`src/rtl/spi_tx_serializer_if.sv`:
```
// Word-input handshake bundle for spi_tx_serializer.
// The producer drives in_data/in_valid; the serializer answers with in_ready.
interface spi_tx_serializer_if #(
   parameter int DATA_W = 8
);
   logic [DATA_W-1:0] in_data;
   logic              in_valid;
   logic              in_ready;

   modport master (
      output in_data,
      output in_valid,
      input  in_ready
   );

   modport slave (
      input  in_data,
      input  in_valid,
      output in_ready
   );
endinterface

```
`src/rtl/spi_tx_serializer.sv`:
```
// SPI-style output stage: takes parallel words over valid/ready, buffers one
// word, and shifts it out with an enable line and a generated bit clock.
// Line coding is Manchester (bit then ~bit) or NRZ, bit order selectable.
// All line outputs are registered and derived from next-state values, so the
// first half-cell appears one edge after the hold register fills.
module spi_tx_serializer #(
   parameter int DATA_W     = 8,
   parameter int CLK_DIV    = 1,
   parameter int MSB_FIRST  = 0,
   parameter int MANCHESTER = 1
) (
   input  logic                clk,
   input  logic                rst,
   spi_tx_serializer_if.slave  in_if,
   output logic                out,
   output logic                en_out,
   output logic                clk_out,
   output logic                done,
   output logic                busy
);

   localparam int CNT_W = $clog2(DATA_W);
   localparam int DIV_W = (CLK_DIV > 1) ? $clog2(CLK_DIV) : 1;
   localparam logic [CNT_W-1:0] LAST_BIT = CNT_W'(DATA_W - 1);
   localparam logic [DIV_W-1:0] LAST_DIV = DIV_W'(CLK_DIV - 1);

   typedef enum logic [0:0] {
      ST_IDLE  = 1'b0,
      ST_SHIFT = 1'b1
   } state_t;

   // Advance the shifter by one bit in the configured direction.
   function automatic logic [DATA_W-1:0] shift_next(input logic [DATA_W-1:0] v);
      if (MSB_FIRST != 0) begin
         return {v[DATA_W-2:0], 1'b0};
      end else begin
         return {1'b0, v[DATA_W-1:1]};
      end
   endfunction

   state_t            state_r, state_s;
   logic [DATA_W-1:0] hold_data_r;
   logic              hold_full_r;
   logic [DATA_W-1:0] shift_r, shift_s;
   logic [CNT_W-1:0]  bit_cnt_r, bit_cnt_s;
   logic              half_r, half_s;
   logic [DIV_W-1:0]  div_cnt_r, div_cnt_s;
   logic              done_s;
   logic              load_s;
   logic              accept_s;
   logic              cur_bit_s;
   logic              en_s;
   logic              clk_s;
   logic              out_s;
   logic              out_r, en_r, clk_r, done_r;

   // Holding buffer is free whenever it is empty and reset is released.
   assign in_if.in_ready = ~hold_full_r & ~rst;
   assign accept_s       = in_if.in_valid & ~hold_full_r & ~rst;

   // Holding register: capture on handshake, release when the shifter loads it.
   always_ff @(posedge clk or posedge rst) begin
      if (rst) begin
         hold_data_r <= {DATA_W{1'b0}};
         hold_full_r <= 1'b0;
      end else if (accept_s) begin
         hold_data_r <= in_if.in_data;
         hold_full_r <= 1'b1;
      end else if (load_s) begin
         hold_full_r <= 1'b0;
      end
   end

   // Next-state logic for the FSM, shifter, bit/half counters and line outputs.
   always_comb begin
      state_s   = state_r;
      shift_s   = shift_r;
      bit_cnt_s = bit_cnt_r;
      half_s    = half_r;
      div_cnt_s = div_cnt_r;
      done_s    = 1'b0;
      load_s    = 1'b0;

      case (state_r)
         ST_IDLE: begin
            if (hold_full_r) begin
               load_s = 1'b1;
            end else begin
               load_s = 1'b0;
            end
         end
         ST_SHIFT: begin
            if (div_cnt_r == LAST_DIV) begin
               div_cnt_s = {DIV_W{1'b0}};
               if (!half_r) begin
                  half_s = 1'b1;
               end else begin
                  half_s = 1'b0;
                  if (bit_cnt_r == LAST_BIT) begin
                     // Last half-cell of the word ends here.
                     done_s    = 1'b1;
                     bit_cnt_s = {CNT_W{1'b0}};
                     if (hold_full_r) begin
                        load_s = 1'b1;
                     end else begin
                        state_s = ST_IDLE;
                        shift_s = {DATA_W{1'b0}};
                     end
                  end else begin
                     bit_cnt_s = bit_cnt_r + CNT_W'(1);
                     shift_s   = shift_next(shift_r);
                  end
               end
            end else begin
               div_cnt_s = div_cnt_r + DIV_W'(1);
            end
         end
         default: begin
            state_s   = ST_IDLE;
            shift_s   = {DATA_W{1'b0}};
            bit_cnt_s = {CNT_W{1'b0}};
            half_s    = 1'b0;
            div_cnt_s = {DIV_W{1'b0}};
         end
      endcase

      // A load (from idle or back-to-back at word end) restarts the shifter.
      if (load_s) begin
         state_s   = ST_SHIFT;
         shift_s   = hold_data_r;
         bit_cnt_s = {CNT_W{1'b0}};
         half_s    = 1'b0;
         div_cnt_s = {DIV_W{1'b0}};
      end else begin
         load_s = 1'b0;
      end

      // Line values for the cycle that follows this edge.
      en_s      = (state_s == ST_SHIFT);
      cur_bit_s = (MSB_FIRST != 0) ? shift_s[DATA_W-1] : shift_s[0];
      clk_s     = en_s & half_s;
      out_s     = en_s & ((MANCHESTER != 0) ? (cur_bit_s ^ half_s) : cur_bit_s);
   end

   // FSM, shifter and counter state registers.
   always_ff @(posedge clk or posedge rst) begin
      if (rst) begin
         state_r   <= ST_IDLE;
         shift_r   <= {DATA_W{1'b0}};
         bit_cnt_r <= {CNT_W{1'b0}};
         half_r    <= 1'b0;
         div_cnt_r <= {DIV_W{1'b0}};
      end else begin
         state_r   <= state_s;
         shift_r   <= shift_s;
         bit_cnt_r <= bit_cnt_s;
         half_r    <= half_s;
         div_cnt_r <= div_cnt_s;
      end
   end

   // Registered line outputs so out/en_out/clk_out/done never glitch.
   always_ff @(posedge clk or posedge rst) begin
      if (rst) begin
         out_r  <= 1'b0;
         en_r   <= 1'b0;
         clk_r  <= 1'b0;
         done_r <= 1'b0;
      end else begin
         out_r  <= out_s;
         en_r   <= en_s;
         clk_r  <= clk_s;
         done_r <= done_s;
      end
   end

   assign out     = out_r;
   assign en_out  = en_r;
   assign clk_out = clk_r;
   assign done    = done_r;
   assign busy    = en_r;

endmodule

```
`src/flat_wrapper.sv`:
```
// flat-port wrapper written by rule: the top's interface ports become plain ports
module spi_tx_serializer_flat 
#(
   parameter int DATA_W     = 8,
   parameter int CLK_DIV    = 1,
   parameter int MSB_FIRST  = 0,
   parameter int MANCHESTER = 1
)
  (clk, rst, out, en_out, clk_out, done, busy, in_if_in_data, in_if_in_valid, in_if_in_ready);
  spi_tx_serializer_if #(.DATA_W(DATA_W)) in_if_i ();
  input  logic clk;
  input  logic rst;
  output logic out;
  output logic en_out;
  output logic clk_out;
  output logic done;
  output logic busy;
  input wire logic [$bits(in_if_i.in_data)-1:0] in_if_in_data;
  input wire logic [$bits(in_if_i.in_valid)-1:0] in_if_in_valid;
  output wire logic [$bits(in_if_i.in_ready)-1:0] in_if_in_ready;
  assign in_if_i.in_data = in_if_in_data;
  assign in_if_i.in_valid = in_if_in_valid;
  assign in_if_in_ready = in_if_i.in_ready;
  spi_tx_serializer #(.DATA_W(DATA_W), .CLK_DIV(CLK_DIV), .MSB_FIRST(MSB_FIRST), .MANCHESTER(MANCHESTER)) u_core (.clk(clk), .rst(rst), .in_if(in_if_i), .out(out), .en_out(en_out), .clk_out(clk_out), .done(done), .busy(busy));
endmodule
```
`config.mk`:
```
export PLATFORM = sky130hd
export DESIGN_NAME = spi_tx_serializer_flat
export DESIGN_NICKNAME = d
export VERILOG_FILES = /design/src/rtl/spi_tx_serializer_if.sv /design/src/rtl/spi_tx_serializer.sv /design/src/flat_wrapper.sv
export SDC_FILE = /design/constraint.sdc
export NUM_CORES = 1
export LEC_CHECK = 0
export ABC_AREA = 1
export BUFFER_PORTS_ARGS = -buffer_cell sky130_fd_sc_hd__buf_2
export CAP_MARGIN = 10
export CELL_PAD_IN_SITES_DETAIL_PLACEMENT = 0
export CELL_PAD_IN_SITES_GLOBAL_PLACEMENT = 2
export CORE_ASPECT_RATIO = 0.8
export CORE_UTILIZATION = 30
export DETAILED_ROUTE_END_ITERATION = 7
export PLACE_DENSITY_LB_ADDON = 0.1
export SETUP_SLACK_MARGIN = 0.3
export SLEW_MARGIN = 20
export SYNTH_ARGS = -nofsm -noshare
export SYNTH_HDL_FRONTEND = slang
export SYNTH_SLANG_ARGS = --single-unit
```
`constraint.sdc`:
```
create_clock -name clk -period 2 [get_ports clk]
set_input_delay 0.4 -clock clk [delete_from_list [all_inputs] [get_ports clk]]
set_output_delay 0.4 -clock clk [all_outputs]
set_load 0.02 [all_outputs]
```
==> metrics.cfg, run 1 <==
[synthesis]
synth.top_cell.area_share_pct=57.60
syn_avg_cell_area_um2=10.06
netlist_area_um2=1086
synth-seq-cells=25
ys_types=20
yosysWarningCount=0
synth-seq-area-share_pct=57.60
synthTopCellsByArea=dfrtp_1, nand2_1, mux2_4
syn_nets=122
netlist.top_cell.by_area=dfrtp_1
synthCells=108

[clock_tree]
cts_sinks=25
cts_root_buf=clkbuf_8
clock_path_buffers=2
cts_tree=yes
path_clk_slew_ns=0.09
clock_latency_ns=0.27
cts_buffers=3
h-tree-depth=1

[placed_design]
place_area_um2=1207
place.gp.congestion=0.7524
port_buffers=16
dp_slack_ns=0.3178
place_hpwl_um=1426

[sta]
slew-limit-headroom_pct=78.06
worstMarginPinSlew_ns=0.3279
rsz0062_at_grt=no
timing.final.crit_share_pct=78.13
tns_ns=0
hold_violations=0
drv_slew=0
fin_ws_ns=0.4373
fin_skew_ns=0.006833
min_period_ns=1.563
clock.fmax_ghz=0.6399
setup_viol_count_final=0

[die]
placementRows=19
start_util_pct=31.51
die_w_um=69.27
core-area_um2=3447
io_pins=17
die_h_um=55.82
dieArea_um2=3866

[worst_setup_path]
r2r_cells=8
worstSetupPathType=reg -> reg
cp_common_cell=nand2_1
r2r_start=u_core.bit_cnt_r[0]$_DFFE_PP0P_
start_kind=flop
cp_max_fo=5
cp_cell_sequence=ha_1 > ha_2 > nand2_1 > nand2_1 > a21oi_1 > nand2_1 > nand2_1 > a21oi_1
cp_data_arrival_time_ns=1.73
endpoint_kind=flop
required_ns=2.16
slowest_delay_ns=0.42
cp-startpoint=u_core.bit_cnt_r[0]$_DFFE_PP0P_
slowest_stage=dfrtp_1

[power]
peakVddDrop_v=0.0005602
p_leak_uw=0.0006749
total_power_uw=1772
powerDensity_nw_per_um2=1393

[finish]
final_common_cell=nand2_1
nets=143
mostFrequentLayoutCells=nand2_1, dfrtp_1, buf_2, inv_1, nand3_1
stdcell_area_um2=1272
drive_above_1_share_pct=28.91
antenna_cells=0
area_delta_synth_final_pct=17.17

[hold_path]
hold_class=in -> async

[drt]
ant_nets=0
vias_per_cell=4.424
drtPass1Iterations=4
wl_per_cell_um=12.41
drt_first_iter_violations=59
drt-total-wl_um=2110
drc=0
vias=752

[global_routing]
track_usage_pct=12.51
overflow=0
grt_pass1_wl_um=3601
grt_max_degree=26
antenna_found_initial=0
grt_pass1_vias=738

[flow_run]
timing.max_cap.violations=0

[run_status]
status=complete, no violations

-- routing by layer --
| layer | global-route usage, % | share of wire [%] | up-vias |
|---|---|---|---|
| met5 | 0 | 0 | - |
| li1 | - | - | 380 |
| met1 | 18.56 | 57 | 355 |
| met2 | 17.06 | 38 | 13 |
| met3 | 4.348 | 3.6 | 4 |
| met4 | 3.499 | 1.3 | 0 |
-- synthesized netlist by cell type (all sizes together) --
library cell	n
o21ai	4
clkinv	1
o31ai	1
mux2	6
nand3	9
inv	10
buf	2
a21oi	4
ha	3
dfrtp	25
nand2	38
nor2	5
-- area by class of cell --
class                           count  area (um^2)
Inverter                           11        46.29
Fill cell                         354         2175
Timing Repair Buffer               18        95.09
Clock buffer                        3        41.29
Clock inverter                      1        5.005
Multi-Input combinational cell     70        406.6
Sequential cell                    25        625.6
Tap cell                           42        52.55
-- worst max-delay path: cells and delay by family, from the launching register on --
kind	cells	cell delay, ns
compound gates	2	0.29
fa+ha+maj	2	0.42
simple gates	4	0.32
flops	1	0.42
-- registers in the layout, summed over array words and instances, names as in the netlist --
register / flops
u_core.half_r: 1
u_core.bit_cnt_r: 3
u_core.out: 1
u_core.shift_r: 8
u_core.clk_out: 1
u_core.state_r: 1
u_core.hold_data_r: 8
u_core.hold_full_r: 1
u_core.done: 1
-- where the power goes --
| group | switching (uW) | total (uW) | leakage, uW | internal, uW |
|---|---|---|---|---|
| Sequential | 124 | 838 | 0.000307 | 714 |
| Clock | 166 | 306 | 0.0000255 | 140 |
| Combinational | 360 | 629 | 0.000343 | 269 |
-- what timing repair did --
item / CTS / global route
pin swaps: 0 / 1
gates resized for setup: 1 / 2
buffers inserted: 0 / 1
hold buffers: 0 / 0
endpoints found under the setup margin: 1 / 6
-- logic make-up (layout without fill, tap and decap cells) --
group                      after synthesis  in the layout  synth area share [%]
muxes                                    6              6                 7.949
adders and majority gates                3              3                 3.457
DFF                                     25             25                 57.60
and+or+nand+nor                         52             52                 20.62
buffers and inverters                   13             33                 5.644
AOI/OAI and AO/OA                        9              9                 4.724
-- metrics by stage --
step	instances	hold WS [ns]	utilization, %
floorplan	108	0.4273	-
global placement	165	0.4778	35.03
detailed placement	165	0.4715	35.03
CTS	169	0.1876	36.48
global route	170	0.1978	36.91
finish	170	0.1785	36.91
-- path summary, 6_finish.rpt --
path / end / slack, ns
setup / recovery: u_core.out$_DFF_PP0_ / 0.44
hold / removal: u_core.shift_r[1]$_DFFE_PP0P_ / 0.18
setup reg to reg: u_core.out$_DFF_PP0_ / 0.44
hold reg to reg: u_core.shift_r[4]$_DFFE_PP0P_ / 0.49
max in group asynchronous: u_core.shift_r[4]$_DFFE_PP0P_ / 1.57
min in group clk: u_core.hold_data_r[1]$_DFFE_PP0P_ / 0.35
Power figures use the tool's default switching activity.
==> inputs of run 2 (changes only) <==
clock period = 1.4 ns   (was 2 ns; I/O delays follow)
==> run 2 against run 1 <==
Sequential cell count unchanged. Critical path depth increased by 1. Fmax increased by 17%. Worst hold slack got worse by 0.14 ns. Total power increased by 70%. Combinational power increased by 110%. Global-route usage increased by 0.27 points. Wire length increased by 6.5%. Via count increased by 5.3%.
==> metrics.cfg, run 2 (synthesis results as in run 1) <==
[run_status]
status=complete, no violations

[die]
dieArea_um2=3866  ; unchanged
core-area_um2=3447  ; unchanged
start_util_pct=31.51  ; unchanged
io_pins=17  ; unchanged
die_h_um=55.82  ; unchanged
die_w_um=69.27  ; unchanged
placementRows=19  ; unchanged

[global_routing]
overflow=0  ; unchanged
grt_pass1_vias=777  ; +5.3%
antenna_found_initial=0  ; unchanged
grt_max_degree=16  ; -38%
track_usage_pct=12.78  ; +0.27 points
grt_pass1_wl_um=3788  ; +5.2%

[worst_setup_path]
slowest_stage=dfrtp_1
start_kind=flop
crit_buf_inv=1  ; +1
required_ns=1.61  ; -0.55 ns
crit_family=flip-flops
worstSetupPathType=reg -> reg
slowest_delay_ns=0.39  ; -0.03 ns
cp_cell_sequence=ha_2 > ha_4 > nand2_4 > nand2_4 > nand2_4 > inv_8 > nand2_4 > nand2_2 > a21oi_2
endpoint_kind=flop
cp_data_arrival_time_ns=1.55  ; -0.18 ns
cp_max_fo=8  ; +3
cp_common_cell=nand2_4

[drt]
ant_nets=0  ; unchanged
vias_per_cell=4.352  ; -1.6%
drc=0  ; unchanged
vias=792  ; +5.3%
drt-total-wl_um=2248  ; +6.5%
wl_per_cell_um=12.35  ; -0.48%
drtPass1Iterations=4  ; unchanged
drt_first_iter_violations=30  ; -49%

[finish]
final_common_cell=nand2_1
area_delta_synth_final_pct=41.59
antenna_cells=0  ; unchanged
fillers=361  ; +2.0%
final_util_pct=44.61  ; +7.7 points
reg_top3=u_core.hold_data_r x8, u_core.shift_r x8, u_core.bit_cnt_r x3
mostFrequentLayoutCells=nand2_1, dfrtp_1, buf_2, buf_4, inv_1
nets=155  ; +8.4%
drive_above_1_share_pct=50.00  ; +21 points

[sta]
fin_ws_ns=0.06423  ; -0.3731 ns
clock.fmax_ghz=0.7486  ; +17%
setup_viol_count_final=0  ; unchanged
min_period_ns=1.336  ; -0.2269 ns
rsz0062_at_grt=yes
slew-limit-headroom_pct=67.11  ; -11 points
worstMarginPinSlew_ns=0.4928  ; +0.1649 ns
hold_violations=0  ; unchanged
drv_slew=0  ; unchanged
fin_skew_ns=0.008864  ; +0.002031 ns
timing.final.crit_share_pct=95.41  ; +17 points
whs_ns=0.04098  ; -0.1375 ns

[power]
peakVddDrop_v=0.0007780  ; +39%
powerDensity_nw_per_um2=1954  ; +40%
p_leak_uw=0.0008045  ; +19%

[placed_design]
place.gp.congestion=0.7061  ; -6.2%
port_buffers=16  ; unchanged
place_hpwl_um=1486  ; +4.2%
dp_slack_ns=-0.03172  ; -0.3495 ns

[clock_tree]
clock_latency_ns=0.27  ; about the same
cts_sinks=25  ; unchanged
cts_root_buf=clkbuf_8
cts_buffers=3  ; unchanged
holdBufCountCts=0  ; unchanged
clock_path_buffers=2  ; unchanged
h-tree-depth=1  ; unchanged
path_clk_slew_ns=0.09  ; about the same
cts_tree=yes

[flow_run]
timing.max_cap.violations=0  ; unchanged

[hold_path]
hold_class=in -> async

run 2: cell count changes in the layout (fill, tap and decap cells not counted), moves of 3 or more:
cell,change
nand3_1,-3
a21oi_1,-3
a21oi_2,+3
nand2_1,-7
nand3_2,+3
buf_4,+8
buf_6,+6
buf_2,-3
nand2_4,+6
run 2: per-layer routing:
layer | track usage [%] | share of wire (%) | vias up
li1 | - | - | 408
met1 | 18.45 | 52 | 370
met2 | 18.45 | 43 | 12
met3 | 5.072 | 4.0 | 2
met4 | 1.749 | 0.58 | 0
met5 | 0 | 0 | -
run 2: worst paths after layout:
| path | cells past startpoint | endpoint | startpoint | slack (ns) |
|---|---|---|---|---|
| max in group asynchronous | 3 | u_core.hold_data_r[1]$_DFFE_PP0P_ | rst | 0.86 |
| worst min-delay path | 2 | u_core.hold_data_r[0]$_DFFE_PP0P_ | rst | 0.04 |
| worst max register to register | 9 | u_core.out$_DFF_PP0_ | u_core.bit_cnt_r[1]$_DFFE_PP0P_ | 0.06 |
| min in group clk | 2 | u_core.hold_data_r[6]$_DFFE_PP0P_ | in_if_in_data[6] | 0.23 |
| worst min register to register | 2 | u_core.shift_r[4]$_DFFE_PP0P_ | u_core.hold_data_r[4]$_DFFE_PP0P_ | 0.49 |
| worst max-delay path | 9 | u_core.out$_DFF_PP0_ | u_core.bit_cnt_r[1]$_DFFE_PP0P_ | 0.06 |
run 2: area by class of cell:
cell class,count,area (um^2),share of cell area (%)
Clock buffer,3,41.29,2.685
Timing Repair inverter,1,7.507,0.4882
Timing Repair Buffer,29,207.7,13.51
Multi-Input combinational cell,70,541.8,35.23
Sequential cell,25,628.1,40.85
Clock inverter,1,7.507,0.4882
Inverter,11,51.30,3.336
Tap cell,42,52.55,3.417
run 2: power by group:
| group | internal [uW] | switching (uW) |
|---|---|---|
| sequential | 1020 | 214 |
| clock | 202 | 235 |
| combinational | 645 | 686 |
run 2: repair_timing:
item | 4_1_cts | 5_1_grt
resized for setup | 13 | 25
pin swaps | 3 | 6
setup endpoints to repair | 25 | 26
cloned | 0 | 1
buffers inserted | 7 | 2
run 2: through the flow:
stage	TNS [ns]	cells	cell area, um^2	total power (uW)
2_1_floorplan	0	108	1131	1932
3_3_place_gp	0	168	1275	2243
3_5_place_dp	-0.03172	168	1275	2221
4_1_cts	0	179	1418	2841
5_1_grt	-0.005217	182	1538	3242
6_report	0	182	1538	3005
==> inputs of run 3 (changes only) <==
RECOVER_POWER = 100   (was unset)
==> run 3 against run 2 <==
Sequential power about the same. Clock skew about the same. Cell area down 0.57%. Sequential share of layout area up 0.23 points. Wire length about the same. Fmax about the same. Die area unchanged. Via count up 0.25%. Utilization down 0.25 points. Critical path depth unchanged. Critical path type unchanged.
==> metrics.cfg, run 3 (synthesis results as in run 1) <==
[clock_tree]
holdBufCountCts=0  ; unchanged
h-tree-depth=1  ; unchanged
cts_root_buf=clkbuf_8
cts_buffers=3  ; unchanged
clock_latency_ns=0.27  ; about the same
cts_tree=yes
path_clk_slew_ns=0.09  ; about the same
clock_path_buffers=2  ; unchanged
cts_sinks=25  ; unchanged

[finish]
antenna_cells=0  ; unchanged
nets=155  ; unchanged
final_common_cell=nand2_1
fillers=362  ; +0.28%
reg_top3=u_core.hold_data_r x8, u_core.shift_r x8, u_core.bit_cnt_r x3
mostFrequentLayoutCells=nand2_1, dfrtp_1, buf_2, inv_1, buf_4
stdcell_area_um2=1529  ; -0.57%
layoutNonFillerInstCount=182  ; unchanged
drive_above_1_share_pct=47.86  ; -2.1 points
area_delta_synth_final_pct=40.78

[worst_setup_path]
regToRegEndpoint=u_core.out$_DFF_PP0_
slowest_stage=dfrtp_1
r2r_start=u_core.bit_cnt_r[1]$_DFFE_PP0P_
endpoint_kind=flop
r2r_cells=9  ; unchanged
reg2reg_slack_ns=0.07  ; about the same
start_kind=flop
worstSetupPathType=reg -> reg
slowest_delay_ns=0.39  ; about the same
required_ns=1.61  ; about the same
cp_max_fo=8  ; unchanged
cp_common_cell=nand2_4
cp_cell_sequence=ha_2 > ha_4 > nand2_4 > nand2_4 > nand2_4 > inv_8 > nand2_4 > nand2_2 > a21oi_2
cp_data_arrival_time_ns=1.54  ; about the same

[sta]
hold_violations=0  ; unchanged
min_period_ns=1.335  ; -0.0007991 ns
worstMarginPinSlew_ns=0.4827  ; -0.01011 ns
drv_slew=0  ; unchanged
slew-limit-headroom_pct=67.79  ; +0.68 points
timing.final.crit_share_pct=95.36  ; about the same
fin_skew_ns=0.008769  ; -0.00009536 ns
setup_viol_count_final=0  ; unchanged
tns_ns=0  ; unchanged
clock.fmax_ghz=0.7491  ; about the same
rsz0062_at_grt=yes

[die]
die_w_um=69.27  ; unchanged
io_pins=17  ; unchanged
placementRows=19  ; unchanged
core-area_um2=3447  ; unchanged
die_h_um=55.82  ; unchanged
start_util_pct=31.51  ; unchanged
dieArea_um2=3866  ; unchanged

[placed_design]
port_buffers=16  ; unchanged
place.gp.congestion=0.7061  ; unchanged
dp.cells=168  ; unchanged
place_hpwl_um=1486  ; unchanged
place_area_um2=1275  ; unchanged

[power]
power.switching_uw=1135  ; about the same
seqPwrFrac_pct=41.2  ; about the same
p_leak_uw=0.0007945  ; -1.2%
p_int_uw=1866  ; -0.16%
switching_share_pct=37.82  ; about the same
combinationalPowerShare_pct=44.2  ; about the same
peakVddDrop_v=0.0007738  ; -0.53%
total_power_uw=3001  ; -0.11%
clkPwrFrac_pct=14.5  ; about the same
powerDensity_nw_per_um2=1963  ; +0.46%

[global_routing]
antenna_found_initial=0  ; unchanged
track_usage_pct=12.78  ; unchanged
grt_pass1_wl_um=3788  ; unchanged
grt_pass1_vias=777  ; unchanged
overflow=0  ; unchanged
grt_max_degree=16  ; unchanged

[drt]
wl_per_cell_um=12.36  ; about the same
drt-total-wl_um=2250  ; about the same
ant_nets=0  ; unchanged
vias_per_cell=4.363  ; +0.25%
drtPass1Iterations=4  ; unchanged
vias=794  ; +0.25%
drt_first_iter_violations=29  ; -3.3%
drc=0  ; unchanged

[run_status]
status=complete, no violations

[hold_path]
hold_class=in -> async

[flow_run]
timing.max_cap.violations=0  ; unchanged

run 3: cell count changes in the layout (fill, tap and decap cells not counted):
cell	change
clkbuf_1	+3
buf_2	-1
buf_4	-2
run 3: cell type report:
| cell class | instances | area [um^2] | share of cell area [%] |
|---|---|---|---|
| clock buffers | 3 | 41.29 | 2.700 |
| clock inverters | 1 | 7.507 | 0.4910 |
| inverters | 11 | 51.30 | 3.355 |
| multi-input cells | 70 | 541.8 | 35.43 |
| flip-flops and latches | 25 | 628.1 | 41.08 |
| well taps | 42 | 52.55 | 3.437 |
| repair buffers | 29 | 198.9 | 13.01 |
| repair inverters | 1 | 7.507 | 0.4910 |
run 3: metrics by stage:
step           utilization [%]  hold slack, ns  worst slack, ns
2_1_floorplan                -          0.3072          0.09285
3_3_place_gp             36.99          0.3573          0.02209
3_5_place_dp             36.99          0.3617         -0.03172
4_1_cts                  41.13         0.04964          0.01008
5_1_grt                  44.36         0.08077        -0.005217
6_report                 44.36         0.03834          0.06503
run 3: metal layers:
metal	routed length (um)	track usage, %	vias up
met5	0	0	-
met4	13	1.749	0
met3	91	5.072	2
met2	980	18.45	12
met1	1163	18.45	372
li1	-	-	408
run 3: worst max-delay path: cells and delay by family, from the launching register on:
family | cells | cell delay, ns
simple gates | 5 | 0.33
compound gates | 1 | 0.11
flops | 1 | 0.39
buf+inv | 1 | 0.06
fa+ha+maj | 2 | 0.39
run 3: power by group through the flow:
stage,sequential (uW),combinational (uW),clock [uW]
6_report,1240,1330,437
5_1_grt,1280,1470,489
4_1_cts,1210,1160,468
3_5_place_dp,1220,998,0
3_3_place_gp,1230,1020,0
2_1_floorplan,1230,702,0
run 3: repair_timing:
action | in CTS | in global routing
resized for setup | 13 | 25
pin swaps | 3 | 6
setup buffers | 7 | 2
hold endpoints to repair | 0 | 0
cloned | 0 | 1
endpoints found under the setup margin | 25 | 26
run 3: how the worst max path moves through the flow:
stage / start / end / slack (ns) / depth (start not counted)
2_1_floorplan: u_core.bit_cnt_r[0]$_DFFE_PP0P_ / u_core.out$_DFF_PP0_ / 0.09 / 9
3_3_place_gp: u_core.bit_cnt_r[1]$_DFFE_PP0P_ / u_core.out$_DFF_PP0_ / 0.02 / 9
3_5_place_dp: u_core.bit_cnt_r[1]$_DFFE_PP0P_ / u_core.out$_DFF_PP0_ / -0.03 / 9
4_1_cts: u_core.bit_cnt_r[0]$_DFFE_PP0P_ / u_core.out$_DFF_PP0_ / 0.01 / 9
5_1_grt: u_core.bit_cnt_r[0]$_DFFE_PP0P_ / u_core.out$_DFF_PP0_ / -0.005 / 9
6_report: u_core.bit_cnt_r[1]$_DFFE_PP0P_ / u_core.out$_DFF_PP0_ / 0.07 / 9
